### config.mk
export PLATFORM = sky130hd
export DESIGN_NAME = tlb_maint_ctrl
export DESIGN_NICKNAME = d
export VERILOG_FILES = /design/src/rtl/tlb_maint_ctrl_pkg.sv /design/src/rtl/tlb_entry_match.sv /design/src/rtl/tlb_maint_ctrl.sv
export SDC_FILE = /design/constraint.sdc
export NUM_CORES = 1
export LEC_CHECK = 0
export BUFFER_PORTS_ARGS = -buffer_cell sky130_fd_sc_hd__buf_2
export CAP_MARGIN = 20
export CORE_MARGIN = 4
export CORE_UTILIZATION = 44
export DETAILED_ROUTE_END_ITERATION = 7
export PLACE_DENSITY = 0.73
export SLEW_MARGIN = 30
export SYNTH_ARGS = -nofsm -noshare
export SYNTH_HDL_FRONTEND = slang
export SYNTH_SLANG_ARGS = --single-unit
### constraint.sdc
create_clock -name clk -period 4.1 [get_ports clk]
set_input_delay 0.82 -clock clk [delete_from_list [all_inputs] [get_ports clk]]
set_output_delay 0.82 -clock clk [all_outputs]
set_load 0.05 [all_outputs]
### src/rtl/tlb_maint_ctrl_pkg.sv
// Shared types and constants for the TLB maintenance sequencer.
package tlb_maint_ctrl_pkg;

  localparam int unsigned ASID_W      = 10;
  localparam int unsigned VPPN_W      = 19;
  localparam int unsigned PS_W        = 6;
  localparam int unsigned OP_W        = 5;
  localparam int unsigned VPPN_4M_LSB = 10;

  localparam logic [PS_W-1:0] PS_4M      = PS_W'(21);
  localparam logic [PS_W-1:0] PS_4K      = PS_W'(12);
  localparam logic [OP_W-1:0] INV_OP_MAX = OP_W'(6);

  // ent_wsel encodings
  localparam logic WSEL_CSR   = 1'b0;
  localparam logic WSEL_CLR_E = 1'b1;

  typedef enum logic [2:0] {
    ST_IDLE      = 3'd0,
    ST_SRCH_SCAN = 3'd1,
    ST_RD        = 3'd2,
    ST_WR        = 3'd3,
    ST_FILL      = 3'd4,
    ST_INV_SCAN  = 3'd5
  } tlb_state_e;

  typedef enum logic [2:0] {
    INV_ALL_0      = 3'd0,
    INV_ALL_1      = 3'd1,
    INV_G          = 3'd2,
    INV_NG         = 3'd3,
    INV_NG_ASID    = 3'd4,
    INV_NG_ASID_VA = 3'd5,
    INV_GA_VA      = 3'd6
  } inv_op_e;

  typedef struct packed {
    logic [ASID_W-1:0] asid;
    logic [VPPN_W-1:0] vppn;
  } tlb_key_t;

endpackage

### src/rtl/tlb_entry_match.sv
// Combinational compare of one TLB entry against a search/invalidate key.
module tlb_entry_match
  import tlb_maint_ctrl_pkg::*;
(
  input  tlb_key_t          key,
  input  inv_op_e           op,
  input  logic              ent_e,
  input  logic              ent_g,
  input  logic [ASID_W-1:0] ent_asid,
  input  logic [VPPN_W-1:0] ent_vppn,
  input  logic [PS_W-1:0]   ent_ps,
  output logic              srch_hit_c,
  output logic              inv_hit_c
);

  logic va_match;
  logic asid_match;

  // Page-size-aware VPPN compare: 4M pages ignore the low VPPN bits
  always_comb begin
    if (ent_ps == PS_4M) begin
      va_match = (ent_vppn[VPPN_W-1:VPPN_4M_LSB] == key.vppn[VPPN_W-1:VPPN_4M_LSB]);
    end else begin
      va_match = (ent_vppn == key.vppn);
    end
  end

  assign asid_match = (ent_asid == key.asid);
  assign srch_hit_c = ent_e & va_match & (ent_g | asid_match);

  // INVTLB entry selection; the valid bit plays no part
  always_comb begin
    inv_hit_c = 1'b0;
    case (op)
      INV_ALL_0, INV_ALL_1: inv_hit_c = 1'b1;
      INV_G:                inv_hit_c = ent_g;
      INV_NG:               inv_hit_c = ~ent_g;
      INV_NG_ASID:          inv_hit_c = ~ent_g & asid_match;
      INV_NG_ASID_VA:       inv_hit_c = ~ent_g & asid_match & va_match;
      INV_GA_VA:            inv_hit_c = (ent_g | asid_match) & va_match;
      default:              inv_hit_c = 1'b0;
    endcase
  end

endmodule

### src/rtl/tlb_maint_ctrl.sv
// TLB maintenance sequencer: TLBSRCH/TLBRD/TLBWR/TLBFILL/INVTLB onto the entry array.
// Build option: TLB_FILL_LFSR_EN selects an 8-bit LFSR as the TLBFILL index source.
module tlb_maint_ctrl
  import tlb_maint_ctrl_pkg::*;
#(
  parameter int unsigned TLB_NUM = 16,
  parameter int unsigned IDX_W   = 4
) (
  input  logic              clk,
  input  logic              rstn,
  input  logic              tlbsrch_valid,
  input  logic              tlbrd_valid,
  input  logic              tlbwr_valid,
  input  logic              tlbfill_valid,
  input  logic              invtlb_valid,
  input  logic [OP_W-1:0]   invtlb_op,
  input  logic [ASID_W-1:0] invtlb_asid,
  input  logic [VPPN_W-1:0] invtlb_va,
  output logic              tlbsrch_ready,
  output logic              tlbrd_ready,
  output logic              tlbwr_ready,
  output logic              tlbfill_ready,
  output logic              invtlb_ready,
  output logic              inv_op_err,
  input  logic [IDX_W-1:0]  csr_tlbidx_index,
  input  logic [ASID_W-1:0] csr_asid,
  input  logic [VPPN_W-1:0] csr_tlbehi_vppn,
  output logic [IDX_W-1:0]  ent_addr,
  input  logic              ent_e,
  input  logic              ent_g,
  input  logic [ASID_W-1:0] ent_asid,
  input  logic [VPPN_W-1:0] ent_vppn,
  input  logic [PS_W-1:0]   ent_ps,
  output logic              ent_we,
  output logic              ent_wsel,
  output logic              csr_srch_we,
  output logic              csr_srch_hit,
  output logic [IDX_W-1:0]  csr_srch_idx,
  output logic              csr_rd_we,
  output logic              tlb_busy,
  output logic              tlb_changed
);

  tlb_state_e       state_q, state_d;
  logic [IDX_W-1:0] cnt_q, cnt_d;
  logic [IDX_W-1:0] fill_q, fill_d;
  logic [IDX_W-1:0] fill_idx;
  logic [OP_W-1:0]  op_q, op_d;
  tlb_key_t         inv_key_q, inv_key_d;
  tlb_key_t         match_key;
  logic             chg_q, chg_d;
  logic             scan_last;
  logic             srch_hit;
  logic             inv_hit;

`ifdef TLB_FILL_LFSR_EN
  logic [7:0] lfsr_q;

  // Fibonacci LFSR x^8+x^6+x^5+x^4+1, stepped every cycle
  always_ff @(posedge clk or negedge rstn) begin
    if (!rstn) lfsr_q <= 8'h01;
    else       lfsr_q <= {lfsr_q[6:0], lfsr_q[7] ^ lfsr_q[5] ^ lfsr_q[4] ^ lfsr_q[3]};
  end

  assign fill_idx = lfsr_q[IDX_W-1:0];
`else
  logic [IDX_W-1:0] fill_cnt_q;

  // Free-running fill index, wraps at TLB_NUM
  always_ff @(posedge clk or negedge rstn) begin
    if (!rstn) fill_cnt_q <= '0;
    else       fill_cnt_q <= fill_cnt_q + IDX_W'(1);
  end

  assign fill_idx = fill_cnt_q;
`endif

  assign scan_last = (cnt_q == IDX_W'(TLB_NUM - 1));
  assign tlb_busy  = (state_q != ST_IDLE);

  // TLBSRCH keys from live CSRs; INVTLB uses operands captured at accept
  always_comb begin
    if (state_q == ST_SRCH_SCAN) begin
      match_key.asid = csr_asid;
      match_key.vppn = csr_tlbehi_vppn;
    end else begin
      match_key = inv_key_q;
    end
  end

  tlb_entry_match u_match (
    .key        (match_key),
    .op         (inv_op_e'(op_q[2:0])),
    .ent_e      (ent_e),
    .ent_g      (ent_g),
    .ent_asid   (ent_asid),
    .ent_vppn   (ent_vppn),
    .ent_ps     (ent_ps),
    .srch_hit_c (srch_hit),
    .inv_hit_c  (inv_hit)
  );

  // State and operand registers
  always_ff @(posedge clk or negedge rstn) begin
    if (!rstn) begin
      state_q   <= ST_IDLE;
      cnt_q     <= '0;
      fill_q    <= '0;
      op_q      <= '0;
      inv_key_q <= '0;
      chg_q     <= 1'b0;
    end else begin
      state_q   <= state_d;
      cnt_q     <= cnt_d;
      fill_q    <= fill_d;
      op_q      <= op_d;
      inv_key_q <= inv_key_d;
      chg_q     <= chg_d;
    end
  end

  // Next-state, array control and CSR strobes
  always_comb begin
    state_d       = state_q;
    cnt_d         = cnt_q;
    fill_d        = fill_q;
    op_d          = op_q;
    inv_key_d     = inv_key_q;
    chg_d         = chg_q;
    ent_addr      = '0;
    ent_we        = 1'b0;
    ent_wsel      = WSEL_CSR;
    csr_srch_we   = 1'b0;
    csr_srch_hit  = 1'b0;
    csr_srch_idx  = '0;
    csr_rd_we     = 1'b0;
    tlbsrch_ready = 1'b0;
    tlbrd_ready   = 1'b0;
    tlbwr_ready   = 1'b0;
    tlbfill_ready = 1'b0;
    invtlb_ready  = 1'b0;
    inv_op_err    = 1'b0;
    tlb_changed   = 1'b0;

    case (state_q)
      ST_IDLE: begin
        cnt_d = '0;
        chg_d = 1'b0;
        if (tlbsrch_valid) begin
          state_d = ST_SRCH_SCAN;
        end else if (tlbrd_valid) begin
          state_d = ST_RD;
        end else if (tlbwr_valid) begin
          state_d = ST_WR;
        end else if (tlbfill_valid) begin
          state_d = ST_FILL;
          fill_d  = fill_idx;
        end else if (invtlb_valid) begin
          state_d        = ST_INV_SCAN;
          op_d           = invtlb_op;
          inv_key_d.asid = invtlb_asid;
          inv_key_d.vppn = invtlb_va;
        end
      end

      ST_SRCH_SCAN: begin
        ent_addr = cnt_q;
        if (srch_hit || scan_last) begin
          csr_srch_we   = 1'b1;
          csr_srch_hit  = srch_hit;
          csr_srch_idx  = srch_hit ? cnt_q : '0;
          tlbsrch_ready = 1'b1;
          state_d       = ST_IDLE;
        end else begin
          cnt_d = cnt_q + IDX_W'(1);
        end
      end

      ST_RD: begin
        ent_addr    = csr_tlbidx_index;
        csr_rd_we   = 1'b1;
        tlbrd_ready = 1'b1;
        state_d     = ST_IDLE;
      end

      ST_WR: begin
        ent_addr    = csr_tlbidx_index;
        ent_we      = 1'b1;
        ent_wsel    = WSEL_CSR;
        tlbwr_ready = 1'b1;
        tlb_changed = 1'b1;
        state_d     = ST_IDLE;
      end

      ST_FILL: begin
        ent_addr      = fill_q;
        ent_we        = 1'b1;
        ent_wsel      = WSEL_CSR;
        tlbfill_ready = 1'b1;
        tlb_changed   = 1'b1;
        state_d       = ST_IDLE;
      end

      ST_INV_SCAN: begin
        if (op_q > INV_OP_MAX) begin
          invtlb_ready = 1'b1;
          inv_op_err   = 1'b1;
          state_d      = ST_IDLE;
        end else begin
          ent_addr = cnt_q;
          if (inv_hit) begin
            ent_we   = 1'b1;
            ent_wsel = WSEL_CLR_E;
            chg_d    = 1'b1;
          end
          if (scan_last) begin
            invtlb_ready = 1'b1;
            tlb_changed  = chg_q | inv_hit;
            state_d      = ST_IDLE;
          end else begin
            cnt_d = cnt_q + IDX_W'(1);
          end
        end
      end

      default: state_d = ST_IDLE;
    endcase
  end

endmodule

==> results of run 1 <==
==> layout make-up <==
| type | instances | area (um^2) | share of cell area [%] |
|---|---|---|---|
| timing repair buffer | 136 | 702 | 17.8 |
| multi-input combinational | 215 | 1730 | 43.7 |
| sequential | 50 | 1250 | 31.7 |
| inverter | 18 | 67.6 | 1.71 |
| tap | 96 | 120 | 3.04 |
| clock inverter | 2 | 13.8 | 0.348 |
| clock buffer | 5 | 68.8 | 1.74 |
==> synthesized netlist by cell type, types with 4 or more instances <==
cell,instances
a222oi_1,4
and2_1,5
and3_1,4
clkbuf_1,4
dfrtp_1,50
inv_1,18
mux2_2,37
mux2i_1,10
nand2_1,22
nand3_1,5
nand4_1,4
nor2_1,13
nor2b_1,8
nor3_1,4
nor4_1,6
o21ai_0,5
o22ai_1,6
xnor2_1,17
xor2_1,24
==> layout by cell type (no fill, tap or decap), types with 3 or more instances in the layout <==
| cell type | n |
|---|---|
| and3_1 | 4 |
| nand3_1 | 5 |
| inv_1 | 18 |
| o22ai_1 | 6 |
| xor2_1 | 24 |
| mux2i_1 | 10 |
| nand2_1 | 22 |
| nor3_1 | 3 |
| o211ai_1 | 3 |
| and2_1 | 5 |
| nor2b_1 | 8 |
| mux2_2 | 37 |
| nor2_1 | 13 |
| dfrtp_1 | 50 |
| xnor2_1 | 17 |
| nor4_1 | 4 |
| clkbuf_8 | 5 |
| a222oi_1 | 4 |
| o21ai_0 | 5 |
| buf_4 | 4 |
| buf_2 | 129 |
| nand4_1 | 4 |
==> critical path: stages, from the launching register on <==
cell and delay, ns:
dfrtp_1 0.45, or3b_4 0.53, nor4_1 0.35, o21ai_0 0.19, o41a_1 0.52, buf_4 0.17
nor4_2 0.22, buf_2 0.33
==> registers in the layout, summed over array words and instances (netlist names) <==
signal / count
chg_q: 1
cnt_q: 4
fill_cnt_q: 4
fill_q: 4
state_q: 3
inv_key_q: 29
op_q: 5
==> worst max-delay path by stage <==
| stage | end | slack, ns |
|---|---|---|
| after floorplan | csr_srch_idx[0] | 0.20 |
| after global placement | ent_we | 0.43 |
| after detailed placement | ent_we | 0.32 |
| after CTS | ent_we | 0.06 |
| after global routing | tlbsrch_ready | -0.01 |
| final | csr_srch_idx[1] | 0.22 |
==> power groups by stage <==
stage	combinational, mW	clock (mW)	sequential [mW]
floorplan	0.759	0	0.797
global placement	0.920	0	0.834
detailed placement	0.946	0	0.847
CTS	0.948	0.297	0.838
global route	1.05	0.318	0.866
finish	0.953	0.286	0.838
==> cells by family (layout without fill, tap and decap cells) <==
kind of cell,after synthesis,count (layout)
xor+xnor,41,41
buf+inv,27,161
mux,48,48
fa+ha+maj,2,2
compound gates,39,39
flops,50,50
simple gates,85,85
==> metal layers <==
metal	vias up	share of wire [%]	global-route usage [%]
met1	1262	41	21.3
met2	79	52	34.6
met3	13	5.6	4.27
li1	1310	-	-
met4	0	2.1	6.03
met5	-	0	0
==> per-stage QoR <==
stage               hold slack [ns]  setup TNS (ns)  utilization [%]  std cells  setup slack (ns)
finish                        0.480               0             58.2        522             0.218
global route                  0.501         -0.0392             58.2        522           -0.0109
CTS                           0.485               0             57.5        520            0.0590
detailed placement            0.469               0             56.3        513             0.316
global placement              0.461               0             56.3        513             0.435
floorplan                     0.435               0                -        292             0.195
==> repair_timing <==
item                       4_1_cts  5_1_grt
setup endpoints to repair        0       10
resized for setup                0        6
hold endpoints to repair         0        0
hold buffers                     0        0
setup buffers                    0        2
==> flow_summary.ini, run 1 <==
[cts]
cts_tree = done
path_clk_slew_ns = 0.09
cts_inserted_buffers = 5
htreeDepth = 2
clk_latency_ns = 0.30
cts_root_buf = clkbuf_8
clk_path_buf_depth = 2
cts.sinks = 50

[yosys]
synth_compound_area_share_pct = 10.5
yosys.area_share.simple_pct = 14.9
synth.distinct_cells = 52
yosysSeqAreaShare_pct = 40.7
syn-cell-area_um2 = 3080
synthArstFlopShare_pct = 100
synth_top_family_by_area = multiplexers
ys.flop_type = dfrtp_1
synth_top_area_cell = dfrtp_1
syn_avg_cell_area_um2 = 10.5
synth_area_leaders = dfrtp_1, mux2_2, xor2_1
syn_inst = 292
synth_seq_cells = 50
synth-xor-area-share_pct = 11.7
synth_top_area_share_pct = 40.7
ys_warn_count = 0
synth_fa_ha_area_share_pct = 0.813
synth_mux_area_share_pct = 17.3
syn-num-nets = 405
synth_edf_count = 0

[drt]
routed_wl_um = 7890
routedWlPerCell_um = 15.1
via_per_inst = 5.10
drtAntennaViolNets = 0
drt_pass1_iterations = 5
drc = 0
vias = 2664
drt-initial-drc-count = 61

[grt]
antenna_found_initial = 0
grt_pass1_vias = 2748
grt_first_pass_wirelength_um = 12700
grt_max_degree = 51
grt.total_usage_pct = 18.8
overflow = 0

[timing]
fmax_ghz = 0.258
tightest_slew_ns = 0.731
slew_headroom_pct = 51.1
finalHoldViolCount = 0
finalSetupViolations = 0
skew_ns = 0.00495
min_period_ns = 3.88
fin_crit_sh_pct = 94.7
slew_viol_final = 0

[floorplanning]
rows = 30
ios = 132
floorplan.initialDensity_pct = 45.3
die-area_um2 = 8390
die_w_um = 91.6
die_h_um = 91.6
core_area_um2 = 6790

[cells_and_area]
final_nets = 539
areaGrowthSynthToFinish_pct = 28.4
nFillCells = 622
drive_gt1_share_pct = 45.3
design_area_um2 = 3950
antennaDiodeCount = 0

[setup_path]
r2r_setup_slack_ns = 1.21
cp.arrival_ns = 3.06
reg2reg_to = cnt_q[0]$_DFFE_PN0P_
ff2ff_path_depth = 8
rr_startpoint = state_q[1]$_DFFE_PN0P_
required_ns = 3.28
critPathLaunch = state_q[1]$_DFFE_PN0P_
path_class = register to output pin
end_kind = output pin
worst-path-max-fanout = 13
start_kind = register

[placed_design]
postPlaceCellArea_um2 = 3830
globalplace.congestion = 0.829
numPortBuffers = 131
hpwlAfterDp_um = 6300

[power]
ir_drop_v = 0.000238
combPwrFrac_pct = 45.9
swShare_pct = 40.2
p_leak_nw = 2.07
p_seq_share_pct = 40.4
p_switching_mw = 0.836
power.share.clock_pct = 13.8
p_int_mw = 1.24
pwr_density_cell_nw_per_um2 = 526
totalPowerFinal_mw = 2.08

[worst_hold_path]
hold_path_class = register to register
whs_endpoint = fill_cnt_q[0]$_DFF_PN0_
min-delay-start = fill_cnt_q[0]$_DFF_PN0_
hold_path_depth = 1

[outcome]
outcome = complete, no violations

[flow_run]
max_cap_violations = 0
Note: power is estimated with default switching activity, not from simulation.
==> run 2, diff against run 1 <==
--- a/config.mk
+++ b/config.mk
@@ -5,12 +5,13 @@
 export SDC_FILE = /design/constraint.sdc
 export NUM_CORES = 1
 export LEC_CHECK = 0
+export ABC_AREA = 1
 export BUFFER_PORTS_ARGS = -buffer_cell sky130_fd_sc_hd__buf_2
 export CAP_MARGIN = 20
 export CORE_MARGIN = 4
 export CORE_UTILIZATION = 44
 export DETAILED_ROUTE_END_ITERATION = 7
-export PLACE_DENSITY = 0.73
+export PLACE_DENSITY = 0.71
 export SLEW_MARGIN = 30
 export SYNTH_ARGS = -nofsm -noshare
 export SYNTH_HDL_FRONTEND = slang
==> run 2 against run 1 <==
Compared with the run above:
- via count rose by 35%
- die area rose by 13%
- register-to-register slack improved by 0.33 ns
- synthesized area rose by 14%
- clock skew fell by 0.0014 ns
- final area rose by 10%
- largest cell class unchanged
==> flow_summary.ini, run 2 <==
[yosys]
synthTopCellsByCount = nand2_1, inv_1, dfrtp_1
syn_avg_cell_area_um2 = 6.81
synth_top_family_by_area = simple AND/OR/NAND/NOR gates
synth-xor-area-share_pct = 0.999
synth_edf_count = 0
ys.flop_type = dfrtp_1
synth.distinct_cells = 38
ys_warn_count = 0
yosysSeqAreaShare_pct = 35.7
syn_inst = 515
synth_seq_cells = 50
synth_top_area_share_pct = 35.7
synth.most_common_cell = nand2_1
synth_mux_area_share_pct = 4.17
syn-num-nets = 628
synth_top_area_cell = dfrtp_1
synthArstFlopShare_pct = 100
synth_compound_area_share_pct = 9.53
syn-cell-area_um2 = 3510
yosys.area_share.simple_pct = 35.6
synth_fa_ha_area_share_pct = 0.714
synth_area_leaders = dfrtp_1, nand2_1, inv_1

[cells_and_area]
nFillCells = 766
utilization_pct = 56.3
register_area_um2 = 1250
drive_gt1_share_pct = 27.8
final_nets = 755
areaGrowthSynthToFinish_pct = 24.2
largest_reg_flops = 29
top_register = inv_key_q
final_common_cell = nand2_1
most-common-layout-cells = nand2_1, buf_2, inv_1
largest_registers = inv_key_q x29, op_q x5
multi_input_area_um2 = 1820
layout.cells.non_filler = 746

[setup_path]
reg2reg_to = cnt_q[3]$_DFFE_PN0P_
start_kind = register
r2r_setup_slack_ns = 1.54
required_ns = 3.28
cp.arrival_ns = 2.99
rr_startpoint = state_q[2]$_DFFE_PN0P_
ff2ff_path_depth = 15
path_class = register to output pin
worst-path-max-fanout = 22
end_kind = output pin

[cts]
cts_setup_buffers = 0
clk_path_buf_depth = 2
holdBufCountCts = 0
path_clk_slew_ns = 0.09
cts.sinks = 50
cts_resized = 0
clk_latency_ns = 0.30
cts_root_buf = clkbuf_8
htreeDepth = 2
cts_inserted_buffers = 5
cts_tree = done

[drt]
drtAntennaViolNets = 0
routed_wl_um = 9570
routedWlPerCell_um = 12.8
drc = 0
drt-initial-drc-count = 127
via_per_inst = 4.82
vias = 3595
drt_pass1_iterations = 4

[floorplanning]
rows = 32
die_w_um = 97.3
die-area_um2 = 9460
die_h_um = 97.3
ios = 132
floorplan.initialDensity_pct = 45.4
core_area_um2 = 7730

[power]
p_leak_nw = 2.52
pwr_density_cell_nw_per_um2 = 578
ir_drop_v = 0.000289
totalPowerFinal_mw = 2.52

[grt]
grt_pass1_vias = 3548
overflow = 0
grt_max_degree = 51
grt.total_usage_pct = 19.6
antenna_found_initial = 1
grt_first_pass_wirelength_um = 15500

[timing]
skew_ns = 0.00358
fin_crit_sh_pct = 93.0
finalSetupViolations = 0
slew_headroom_pct = 41.8
slew_viol_final = 0
min_period_ns = 3.81
finalHoldViolCount = 0
fmax_ghz = 0.262
fin_setup_tns_ns = 0
grt_setup_unrepaired = false
tightest_slew_ns = 0.871
holdWs_ns = 0.491

[worst_hold_path]
hold_path_class = register to register
min-delay-start = fill_cnt_q[0]$_DFF_PN0_
hold_path_depth = 1
whs_endpoint = fill_cnt_q[0]$_DFF_PN0_

[placed_design]
numPortBuffers = 131
globalplace.congestion = 0.829
dpl.cell_count = 735
hpwlAfterDp_um = 7090

[flow_run]
max_cap_violations = 0

[outcome]
outcome = complete, no violations
-- run 2: cell types whose count changed after synthesis, sizes merged, moves of 7 or more --
| cell | change |
|---|---|
| nor2 | +17 |
| inv | +69 |
| xnor2 | -15 |
| mux2 | -25 |
| mux2i | -10 |
| xor2 | -22 |
| o21ai | +32 |
| nor2b | -8 |
| nand2 | +168 |
| o211ai | +7 |
| nand3 | +37 |
-- run 2: critical path, cell delays in order (launching register included) --
cell	delay, ns
dfrtp_1	0.53
inv_4	0.20
nand3_2	0.45
nand2_1	0.22
o21ai_2	0.08
xnor2_1	0.14
nor2_1	0.09
nand3_1	0.12
a21oi_2	0.19
nand2_2	0.10
inv_1	0.06
nand2_1	0.12
nor2_1	0.13
buf_2	0.27
-- run 2: area by class of cell --
cell class / count / share of cell area (%)
Antenna cell: 1 / 0.0575
Clock buffer: 6 / 1.90
Clock inverter: 2 / 1.38
Inverter: 88 / 7.64
Multi-Input combinational cell: 363 / 41.8
Sequential cell: 50 / 28.7
Tap cell: 102 / 2.93
Timing Repair Buffer: 134 / 15.6
-- run 2: worst max path at each step --
stage / slack, ns / start / end / cells past startpoint
after floorplan: 0.93 / state_q[1]$_DFFE_PN0P_ / csr_srch_idx[0] / 16
after global placement: 0.74 / state_q[1]$_DFFE_PN0P_ / csr_srch_idx[1] / 16
after detailed placement: 0.67 / state_q[1]$_DFFE_PN0P_ / csr_srch_idx[0] / 16
after CTS: 0.32 / state_q[1]$_DFFE_PN0P_ / csr_srch_idx[0] / 16
after global routing: 0.04 / state_q[1]$_DFFE_PN0P_ / csr_srch_idx[1] / 16
final: 0.29 / state_q[2]$_DFFE_PN0P_ / csr_srch_idx[0] / 13
-- run 2: kinds of logic after synthesis --
| group | count (synthesis) |
|---|---|
| AOI/OAI and AO/OA | 57 |
| xor gates and xnor gates | 4 |
| adders and majority gates | 2 |
| buffers and inverters | 104 |
| DFF | 50 |
| muxes | 13 |
| and+or+nand+nor | 285 |
-- run 2: power breakdown --
group / internal (mW) / switching, mW
combinational: 0.439 / 0.842
clock: 0.260 / 0.172
sequential: 0.684 / 0.120
-- run 2: per-layer routing --
metal | global-route usage [%] | up-vias | wire length, um
met5 | 0 | - | 0
met4 | 8.20 | 0 | 285
met3 | 4.09 | 22 | 546
met2 | 32.5 | 117 | 4400
met1 | 24.8 | 1593 | 4340
li1 | - | 1863 | -
-- run 2: through the flow --
stage               instance area (um^2)  setup slack, ns
global placement                    4190            0.737
global route                        4350           0.0374
finish                              4350            0.285
CTS                                 4330            0.316
detailed placement                  4190            0.670
floorplan                           3510            0.927
==> run 3, diff against run 2 <==
--- a/config.mk
+++ b/config.mk
@@ -15,4 +15,5 @@
 export SLEW_MARGIN = 30
 export SYNTH_ARGS = -nofsm -noshare
 export SYNTH_HDL_FRONTEND = slang
+export SYNTH_HIERARCHICAL = 1
 export SYNTH_SLANG_ARGS = --single-unit
==> run 3 against run 2 <==
Compared with the run above:
- final area down 4.5%
- clock skew increased by 0.0011 ns
- critical path depth increased by 6
- final cell count down 0.80%
- critical path type unchanged
- core utilization is 0.39 points higher
- hold slack lost 0.016 ns
- largest cell class unchanged
- clock power decreased by 21%
- sequential power rose by 1%
- register-to-register slack got worse by 0.22 ns
- first-iteration DRC count rose by 3.1%
==> flow_summary.ini, run 3 <==
[outcome]
outcome = complete, no violations

[timing]
slew_viol_final = 0
finalHoldViolCount = 0
tightest_slew_ns = 0.709
fin_setup_tns_ns = 0
slew_headroom_pct = 52.7
finalSetupViolations = 0
fmax_ghz = 0.265
min_period_ns = 3.78
skew_ns = 0.00469
fin_crit_sh_pct = 92.2
layout_setup_ws_ns = 0.320
grt_setup_unrepaired = false

[yosys]
yosysSeqAreaShare_pct = 37.5
ys_warn_count = 6
synth_area_leaders = dfrtp_1, nand2_1, inv_1
synth.distinct_cells = 31
synth_top_area_cell = dfrtp_1
synthTopCellsByCount = nand2_1, inv_1, dfrtp_1
synth.most_common_cell = nand2_1
syn-cell-area_um2 = 3340
ys.flop_type = dfrtp_1
syn_avg_cell_area_um2 = 6.48
syn_inst = 515
synth_seq_cells = 50
synth_edf_count = 0
synth_top_area_share_pct = 37.5
syn-num-nets = 628
synthArstFlopShare_pct = 100

[setup_path]
critical-path-max-stage-delay_ns = 0.43
required_ns = 3.28
start_kind = register
cp_cell_sequence = inv_1 > nand2_1 > nor2_4 > buf_12 > nand2_1 > nand2_1 > inv_1 > nand2_1 > nand2_1 > nor2_1 > nand3_1 > nor2_1 > nor2_1 > nor2_2 > nand2_1 > nand4_1 > o21ai_0 > o21ai_0 > buf_2
cp_top_family = simple AND/OR/NAND/NOR gates
end_kind = output pin
worst-path-max-fanout = 31
cp_common_cell = nand2_1
crit_slowest_cell = dfrtp_1
path_buf_inv = 4
path_class = register to output pin
cp.arrival_ns = 2.96
r2r_setup_slack_ns = 1.32

[grt]
grt.total_usage_pct = 19.2
grt_max_degree = 69
grt_pass1_vias = 3303
grt_first_pass_wirelength_um = 13900
overflow = 0
antenna_found_initial = 0

[cells_and_area]
largest_registers = inv_key_q x29, op_q x5
final_common_cell = nand2_1
most-common-layout-cells = nand2_1, buf_2, inv_1
areaGrowthSynthToFinish_pct = 24.5
final_nets = 753
multi_input_area_um2 = 1650
nFillCells = 746
register_area_um2 = 1250
largest_reg_flops = 29
antennaDiodeCount = 0
drive_gt1_share_pct = 24.2
design_area_um2 = 4160
top_register = inv_key_q

[drt]
routedWlPerCell_um = 11.1
drtAntennaViolNets = 0
vias = 3354
drt-initial-drc-count = 131
drc = 0
drt_pass1_iterations = 4
via_per_inst = 4.53
routed_wl_um = 8210

[cts]
path_clk_slew_ns = 0.09
cts_tree = done
htreeDepth = 2
clk_latency_ns = 0.29
clk_path_buf_depth = 2
cts_inserted_buffers = 5
cts.sinks = 50
cts_root_buf = clkbuf_8

[power]
combPwrFrac_pct = 49.2
p_seq_share_pct = 35.8
p_leak_nw = 2.60
power.share.clock_pct = 14.9
p_switching_mw = 1.02
swShare_pct = 44.7
p_int_mw = 1.26
pwr_density_cell_nw_per_um2 = 548
ir_drop_v = 0.000401

[floorplanning]
rows = 31
die-area_um2 = 9050
core_area_um2 = 7330
die_h_um = 95.1
floorplan.initialDensity_pct = 45.6
ios = 132
die_w_um = 95.1

[placed_design]
hpwlAfterDp_um = 6460
globalplace.congestion = 0.885
postPlaceCellArea_um2 = 4030
dpl_worst_slack_ns = 0.404
numPortBuffers = 131

[worst_hold_path]
hold_path_class = register to register

[flow_run]
max_cap_violations = 0
==> run 3: cell count changes after synthesis, moves of 4 or more <==
cell,change
nand2_1,+40
nand3_1,-25
o21ai_1,+15
mux2_2,-13
o211ai_1,-10
nand3b_1,-8
o21ai_0,-8
xor2_1,+8
nor2_1,+5
xnor2_1,+5
buf_2,+4
nand2_2,-4
==> run 3: power by group through the flow <==
stage,registers (mW),clock network (mW),logic [mW]
after CTS,0.815,0.355,1.11
after floorplan,0.787,0,0.887
after global routing,0.844,0.377,1.29
after detailed placement,0.822,0,1.11
final,0.816,0.340,1.12
after global placement,0.815,0,1.08
==> run 3: layer usage <==
metal  vias to the layer above  wire length [um]  track usage (%)
met5                         -                 0                0
met4                         0                76             4.33
met3                         6               727             3.63
met2                       111              3720             33.4
met1                      1448              3680             24.6
li1                       1789                 -                -
==> run 3: cell families after synthesis <==
| kind of cell | share of synthesized area, % |
|---|---|
| flip-flops | 37.5 |
| buffers and inverters | 13.2 |
| AND/OR/NAND/NOR | 35.7 |
| adder cells (fa/ha/maj) | 0.749 |
| XOR/XNOR | 4.46 |
| AO/OA/AOI/OAI | 8.47 |
==> run 3: path summary, 6_finish.rpt <==
kind	from	end	cells after the start
worst max register to register	state_q[1]$_DFFE_PN0P_	cnt_q[3]$_DFFE_PN0P_	22
worst max-delay path	state_q[1]$_DFFE_PN0P_	tlb_changed	19
worst min-delay path	fill_cnt_q[0]$_DFF_PN0_	fill_cnt_q[0]$_DFF_PN0_	1
min in group asynchronous	rstn	fill_cnt_q[0]$_DFF_PN0_	1
worst min register to register	fill_cnt_q[0]$_DFF_PN0_	fill_cnt_q[0]$_DFF_PN0_	1
max in group asynchronous	rstn	inv_key_q[10]$_DFFE_PN0P_	2
==> run 3: final cells by class <==
type / instances / share of cell area [%]
clock buffer: 7 / 1.84
clock inverter: 1 / 0.722
inverter: 89 / 8.15
multi-input combinational: 361 / 39.7
sequential: 50 / 30.1
tap: 99 / 2.98
timing repair buffer: 133 / 16.5
==> run 3: repair_timing <==
item	4_1_cts	5_1_grt
hold endpoints to repair	0	0
setup buffers	0	0
gates resized for setup	0	9
hold buffers	0	0
setup endpoints to repair	0	10
==> run 3: metrics by stage <==
stage / total power [mW] / utilization, % / cells / hold slack, ns
2_1_floorplan: 1.67 / - / 515 / 0.434
3_5_place_dp: 1.93 / 55.0 / 732 / 0.457
3_3_place_gp: 1.90 / 55.0 / 732 / 0.455
4_1_cts: 2.28 / 56.4 / 740 / 0.471
6_report: 2.28 / 56.7 / 740 / 0.476
5_1_grt: 2.51 / 56.7 / 740 / 0.485
